$ cat config.mk
export PLATFORM = sky130hd
export DESIGN_NAME = key_schedule_nr
export DESIGN_NICKNAME = d
export VERILOG_FILES = /design/src/rtl/key_schedule_nr.sv
export SDC_FILE = /design/constraint.sdc
export NUM_CORES = 2
export LEC_CHECK = 0
export BUFFER_PORTS_ARGS = -buffer_cell sky130_fd_sc_hd__buf_4
export CORE_MARGIN = 4
export CORE_UTILIZATION = 33
export DETAILED_ROUTE_END_ITERATION = 6
export SLEW_MARGIN = 20
export SYNTH_ARGS = -nofsm -noshare
export SYNTH_HDL_FRONTEND = slang
export SYNTH_SLANG_ARGS = --single-unit
$ cat constraint.sdc
create_clock -name clk -period 3.2 [get_ports clk]
set_clock_uncertainty 0.2 [all_clocks]
set_input_delay 0.16 -clock clk [delete_from_list [all_inputs] [get_ports clk]]
set_output_delay 0.16 -clock clk [all_outputs]
set_load 0.005 [all_outputs]
$ cat src/rtl/key_schedule_nr.sv
// key_schedule_nr: collects or expands ROUND round keys and presents them as one registered bus
module key_schedule_nr #(
  parameter int ROUND    = 5,
  parameter int KEY_SIZE = 128,
  parameter int ROT      = 13
) (
  input  logic                         clk,
  input  logic                         reset_n,
  input  logic                         clear,
  input  logic                         mode,
  input  logic                         s_tvalid,
  output logic                         s_tready,
  input  logic [KEY_SIZE-1:0]          s_tdata,
  output logic                         m_valid,
  input  logic                         m_ready,
  output logic [ROUND*KEY_SIZE-1:0]    round_keys,
  output logic                         busy
);
  localparam int CW = $clog2(ROUND) + 1;
  typedef enum logic [2:0] {IDLE, LOAD, EXPAND, COMMIT, HOLD} state_t;
  state_t                    r_state, w_next;
  logic [CW-1:0]             r_cnt;
  logic [KEY_SIZE-1:0]       r_k [ROUND];
  logic [KEY_SIZE-1:0]       w_prev, w_wdata;
  logic [ROUND*KEY_SIZE-1:0] w_flat;
  logic                      w_beat, w_we, w_last;
  assign s_tready = r_state == IDLE || r_state == LOAD;
  assign busy     = r_state != IDLE;
  assign w_beat   = s_tvalid & s_tready;
  assign w_last   = r_cnt == CW'(ROUND - 1);
  assign w_we     = w_beat || r_state == EXPAND;
  // rotate-left of the previous key, salted with its own index
  assign w_wdata  = r_state == EXPAND
                    ? ({w_prev[KEY_SIZE-ROT-1:0], w_prev[KEY_SIZE-1:KEY_SIZE-ROT]} ^ KEY_SIZE'(r_cnt))
                    : s_tdata;
  always_comb begin
    w_next = r_state;
    w_prev = '0;
    w_flat = '0;
    for (int i = 1; i < ROUND; i++)
      if (r_cnt == CW'(i)) w_prev = r_k[i-1];
    for (int i = 0; i < ROUND; i++)
      w_flat[i*KEY_SIZE +: KEY_SIZE] = r_k[i];
    case (r_state)
      IDLE:    w_next = w_beat ? (mode ? EXPAND : LOAD) : IDLE;
      LOAD:    w_next = (w_beat && w_last) ? COMMIT : LOAD;
      EXPAND:  w_next = w_last ? COMMIT : EXPAND;
      COMMIT:  w_next = HOLD;
      HOLD:    w_next = m_ready ? IDLE : HOLD;
      default: w_next = IDLE;
    endcase
  end
  always_ff @(posedge clk) begin
    if (!reset_n || clear) begin
      r_state    <= IDLE;
      r_cnt      <= '0;
      r_k        <= '{default: '0};
      round_keys <= '0;
      m_valid    <= 1'b0;
    end else begin
      r_state <= w_next;
      if (w_we) begin
        for (int i = 0; i < ROUND; i++)
          if (r_cnt == CW'(i)) r_k[i] <= w_wdata;
        r_cnt <= r_cnt + 1'b1;
      end
      if (r_state == COMMIT) begin
        round_keys <= w_flat;
        m_valid    <= 1'b1;
        r_cnt      <= '0;
      end
      if (r_state == HOLD && m_ready) m_valid <= 1'b0;
    end
  end
endmodule

==> parameters.txt <==
Parameter                              Value

Floorplan
  Number of cell rows    139
  Die Span Y    389 um
  Die outline width    389 um
  Number of I/O pins    777
  Starting utilization of the core area    0.333
  Core Area    144000 um2
  Die area    152000 um2

Clock network
  Inserted Clock Buffers    142
  Source-to-sink clock delay at the later pin of the worst-skew pair    790 ps
  Post-CTS Setup Bufs    0
  Root cell of the clock tree    sky130_fd_sc_hd__clkbuf_16
  Clock slew at the register clock pins of the worst setup and hold paths    70 ps
  Number of resized instances in the post-cts repair step    0
  Buffers from clock root to sink, at most    3
  CTS sink count    1288
  CTS tree    yes
  H-tree depth    4

Timing
  Minimum clock period    2970 ps
  Setup-violating endpoint count in the final report    0
  Sum of negative setup slack    0 ps
  Ratio of final minimum period to clock period    0.929
  Number of hold violations in the final report    0
  Actual transition at the worst max-transition pin    1130 ps
  Unrepaired setup endpoints after global routing    false
  Normalized max-slew margin    0.244
  Max Transition Viols Final    0
  Peak clock frequency supported by timing    336 MHz

Synth
  Share of the yosys chip area belonging to registers    0.537
  Synthesized instance count    5844
  Post-Synthesis Net Count    5982
  Top flip-flop cell by instance count after synthesis    sky130_fd_sc_hd__dfxtp_1
  Proportion of register bits with asynchronous set or reset after synthesis    0
  Netlist area before placement    48000 um2
  Number of enable flip-flop cells after synthesis    0
  Yosys warning count    0
  Flops & latches, synth    1288
  Average instance area after synthesis    8.21 um2
  Distinct cell type count of the synthesized netlist    52

Worst setup path
  Required arrival time at the worst endpoint    3640 ps
  Register-to-Register Setup Slack    230 ps
  Worst r2r dst    r_k[453]
  Worst-path fanout max    31
  R2r startpoint    r_cnt[1]
  Number of cells traversed by the worst register-to-register path    8
  Critical path origin    r_cnt[1]
  CP Data Arrival Time    3420 ps
  Startpoint kind of the worst setup timing path    flip-flop
  Class of the most critical setup path    flip-flop to flip-flop
  Type of element capturing the critical path    flip-flop

Power
  Leak Pwr    22.7 nW
  Peak ir drop on the vdd network    0.000414 V
  Power Total    34.6 mW
  Ratio of total power to cell area    561 nW/um2

Flow run
  Max-cap check violation count    0

Min path
  Endpoint of the worst hold-timing path    r_k[554]
  Min-delay worst type    input pin to flip-flop
  Worst hold start    s_tdata[42]
  Hold depth    4

Drt
  First-pass DRT Iterations    6
  Antenna-violating nets left    0
  Number of DRC markers in iteration 0    4795
  Met2 layer wire length in the routed design    92.5 mm
  Top routing layer in use    met5
  Routed length on met1    82.6 mm
  Number of remaining DRC errors    0
  Average wire per cell in the routed design    23.9 um
  Vias    46.1k
  Post-DR vias/cell    5.41
  Post-Route WL    204 mm
  Met3 Wirelength    20.0 mm

Placement
  Placer's final routability congestion estimate    0.890
  PortBufs    776
  Placed wire-length estimate after detailed placement    137 mm

GRT
  Pin count of the biggest net entering global routing    183
  Overall Global Routing Usage    0.257
  Initial antenna violation count    7
  Wire length of the first global-routing pass    295 mm
  Number of global-route vias before repair    44.0k
  Overall overflow remaining after global route    0

Run status
  Outcome    complete, no violations

Final layout
  Growth of design area from synthesis to finish    28.7%
  Layout cell share with drive strength beyond 1    0.184
  Count of nets after finishing    6647
==> cells in the final DEF, fill, tap and decap left out, drive strengths merged, types with 2 or more instances in the layout <==
cell | netlist | final
inv | 3 | 12
o21ai | 763 | 763
nor2 | 14 | 14
a21boi | 2 | 2
mux2i | 5 | 5
ha | 4 | 4
nand3 | 17 | 17
and2 | 2 | 2
a21oi | 781 | 781
clkbuf | 275 | 192
nand3b | 8 | 8
o221ai | 126 | 126
and2b | 2 | 2
clkinvlp | 0 | 4
o211a | 2 | 2
or4 | 2 | 2
nand4 | 2 | 2
nand2 | 1919 | 1919
nand2b | 4 | 4
or3 | 3 | 3
xor2 | 2 | 2
dfxtp | 1288 | 1288
clkinv | 0 | 41
o22ai | 5 | 5
nor3 | 3 | 3
nor2b | 3 | 3
and3b | 248 | 248
buf | 230 | 889
dlygate4sd3 | 0 | 137
bufinv | 0 | 10
diode | 0 | 8
a31oi | 124 | 124
==> stage by stage <==
step	worst slack [ps]	hold WS (ps)	util	cell area [um2]	cells
3_5_place_dp	313	242	0.386	55600	8131
4_1_cts	297	9.81	0.429	61800	8524
6_report	226	69.1	0.429	61800	8532
5_1_grt	33.7	66.2	0.429	61800	8527
3_3_place_gp	353	236	0.386	55600	8131
2_1_floorplan	897	150	-	48000	5844
==> how the worst max path moves through the flow <==
stage	to	slack, ps	cells after the start
2_1_floorplan	r_k[248]	900	10
3_3_place_gp	r_k[69]	350	8
3_5_place_dp	r_k[453]	310	8
4_1_cts	r_k[453]	300	8
5_1_grt	r_k[453]	30	8
6_report	r_k[453]	230	8
==> flip-flops by register name (all words and copies together), names as in the netlist <==
register	count
m_valid	1
round_keys	640
r_k	640
r_state	3
r_cnt	4
==> cells in the mapped netlist (3+ instances only) <==
| master | n | area [um2] |
|---|---|---|
| sky130_fd_sc_hd__o221ai_1 | 126 | 1100 |
| sky130_fd_sc_hd__buf_4 | 10 | 75.1 |
| sky130_fd_sc_hd__buf_1 | 25 | 93.8 |
| sky130_fd_sc_hd__nand3_1 | 14 | 70.1 |
| sky130_fd_sc_hd__nor2b_1 | 3 | 18.8 |
| sky130_fd_sc_hd__ha_1 | 4 | 50.1 |
| sky130_fd_sc_hd__inv_1 | 3 | 11.3 |
| sky130_fd_sc_hd__mux2i_1 | 5 | 50.1 |
| sky130_fd_sc_hd__nor2_1 | 11 | 41.3 |
| sky130_fd_sc_hd__o21ai_2 | 64 | 561 |
| sky130_fd_sc_hd__a31oi_1 | 124 | 776 |
| sky130_fd_sc_hd__clkbuf_2 | 5 | 25.0 |
| sky130_fd_sc_hd__clkbuf_1 | 270 | 1010 |
| sky130_fd_sc_hd__a21oi_4 | 3 | 48.8 |
| sky130_fd_sc_hd__a21oi_1 | 775 | 3880 |
| sky130_fd_sc_hd__o21ai_0 | 505 | 2530 |
| sky130_fd_sc_hd__buf_2 | 185 | 926 |
| sky130_fd_sc_hd__nand3b_1 | 8 | 60.1 |
| sky130_fd_sc_hd__dfxtp_1 | 1288 | 25800 |
| sky130_fd_sc_hd__nand2_1 | 1917 | 7200 |
| sky130_fd_sc_hd__or3_1 | 3 | 18.8 |
| sky130_fd_sc_hd__o21ai_1 | 194 | 971 |
| sky130_fd_sc_hd__a21oi_2 | 3 | 26.3 |
| sky130_fd_sc_hd__and3b_1 | 248 | 2170 |
| sky130_fd_sc_hd__buf_6 | 10 | 113 |
| sky130_fd_sc_hd__o22ai_1 | 5 | 31.3 |
==> cell families after synthesis <==
family | Yosys count | synth area share
AO/OA/AOI/OAI | 1807 | 0.209
XOR/XNOR | 3 | 0.000547
adder cells (fa/ha/maj) | 4 | 0.00104
buffers and inverters | 508 | 0.0470
flip-flops | 1288 | 0.537
multiplexers | 5 | 0.00104
AND/OR/NAND/NOR | 2229 | 0.204
==> metal layers <==
metal	GRT usage	vias up
met5	0	-
met4	0.112	2
met3	0.0715	451
met2	0.408	2309
met1	0.326	22202
li1	-	21179
==> report_power, final <==
group | total (mW) | internal [mW] | switching (mW) | leakage [nW]
sequential | 16.2 | 16.1 | 0.0979 | 10.4
combinational | 1.56 | 0.462 | 1.10 | 9.94
clock | 16.9 | 9.70 | 7.15 | 2.36
total | 34.6 | 26.3 | 8.35 | 22.7
==> worst max-delay path, stage by stage, from the launching register on <==
cell and delay [ps]:
sky130_fd_sc_hd__dfxtp_1 490, sky130_fd_sc_hd__ha_4 470, sky130_fd_sc_hd__buf_12 260, sky130_fd_sc_hd__buf_4 260, sky130_fd_sc_hd__and3b_1 190, sky130_fd_sc_hd__a21oi_1 130, sky130_fd_sc_hd__o221ai_1 170, sky130_fd_sc_hd__o21ai_1 380
sky130_fd_sc_hd__o21ai_0 190
==> final cells by class <==
class / count / area, um2
fillers: 14418 / 82200
flip-flops and latches: 1288 / 25800
diodes: 8 / 20.0
well taps: 1903 / 2380
clock buffers: 192 / 4000
multi-input cells: 4048 / 20100
inverters: 3 / 11.3
repair buffers: 1026 / 8700
clock inverters: 64 / 796
==> repair_timing <==
item	in CTS	in global routing
setup endpoints to repair	0	0
hold endpoints to repair	656	0
hold buffers	137	0
Note: power is estimated with default switching activity, not from simulation.
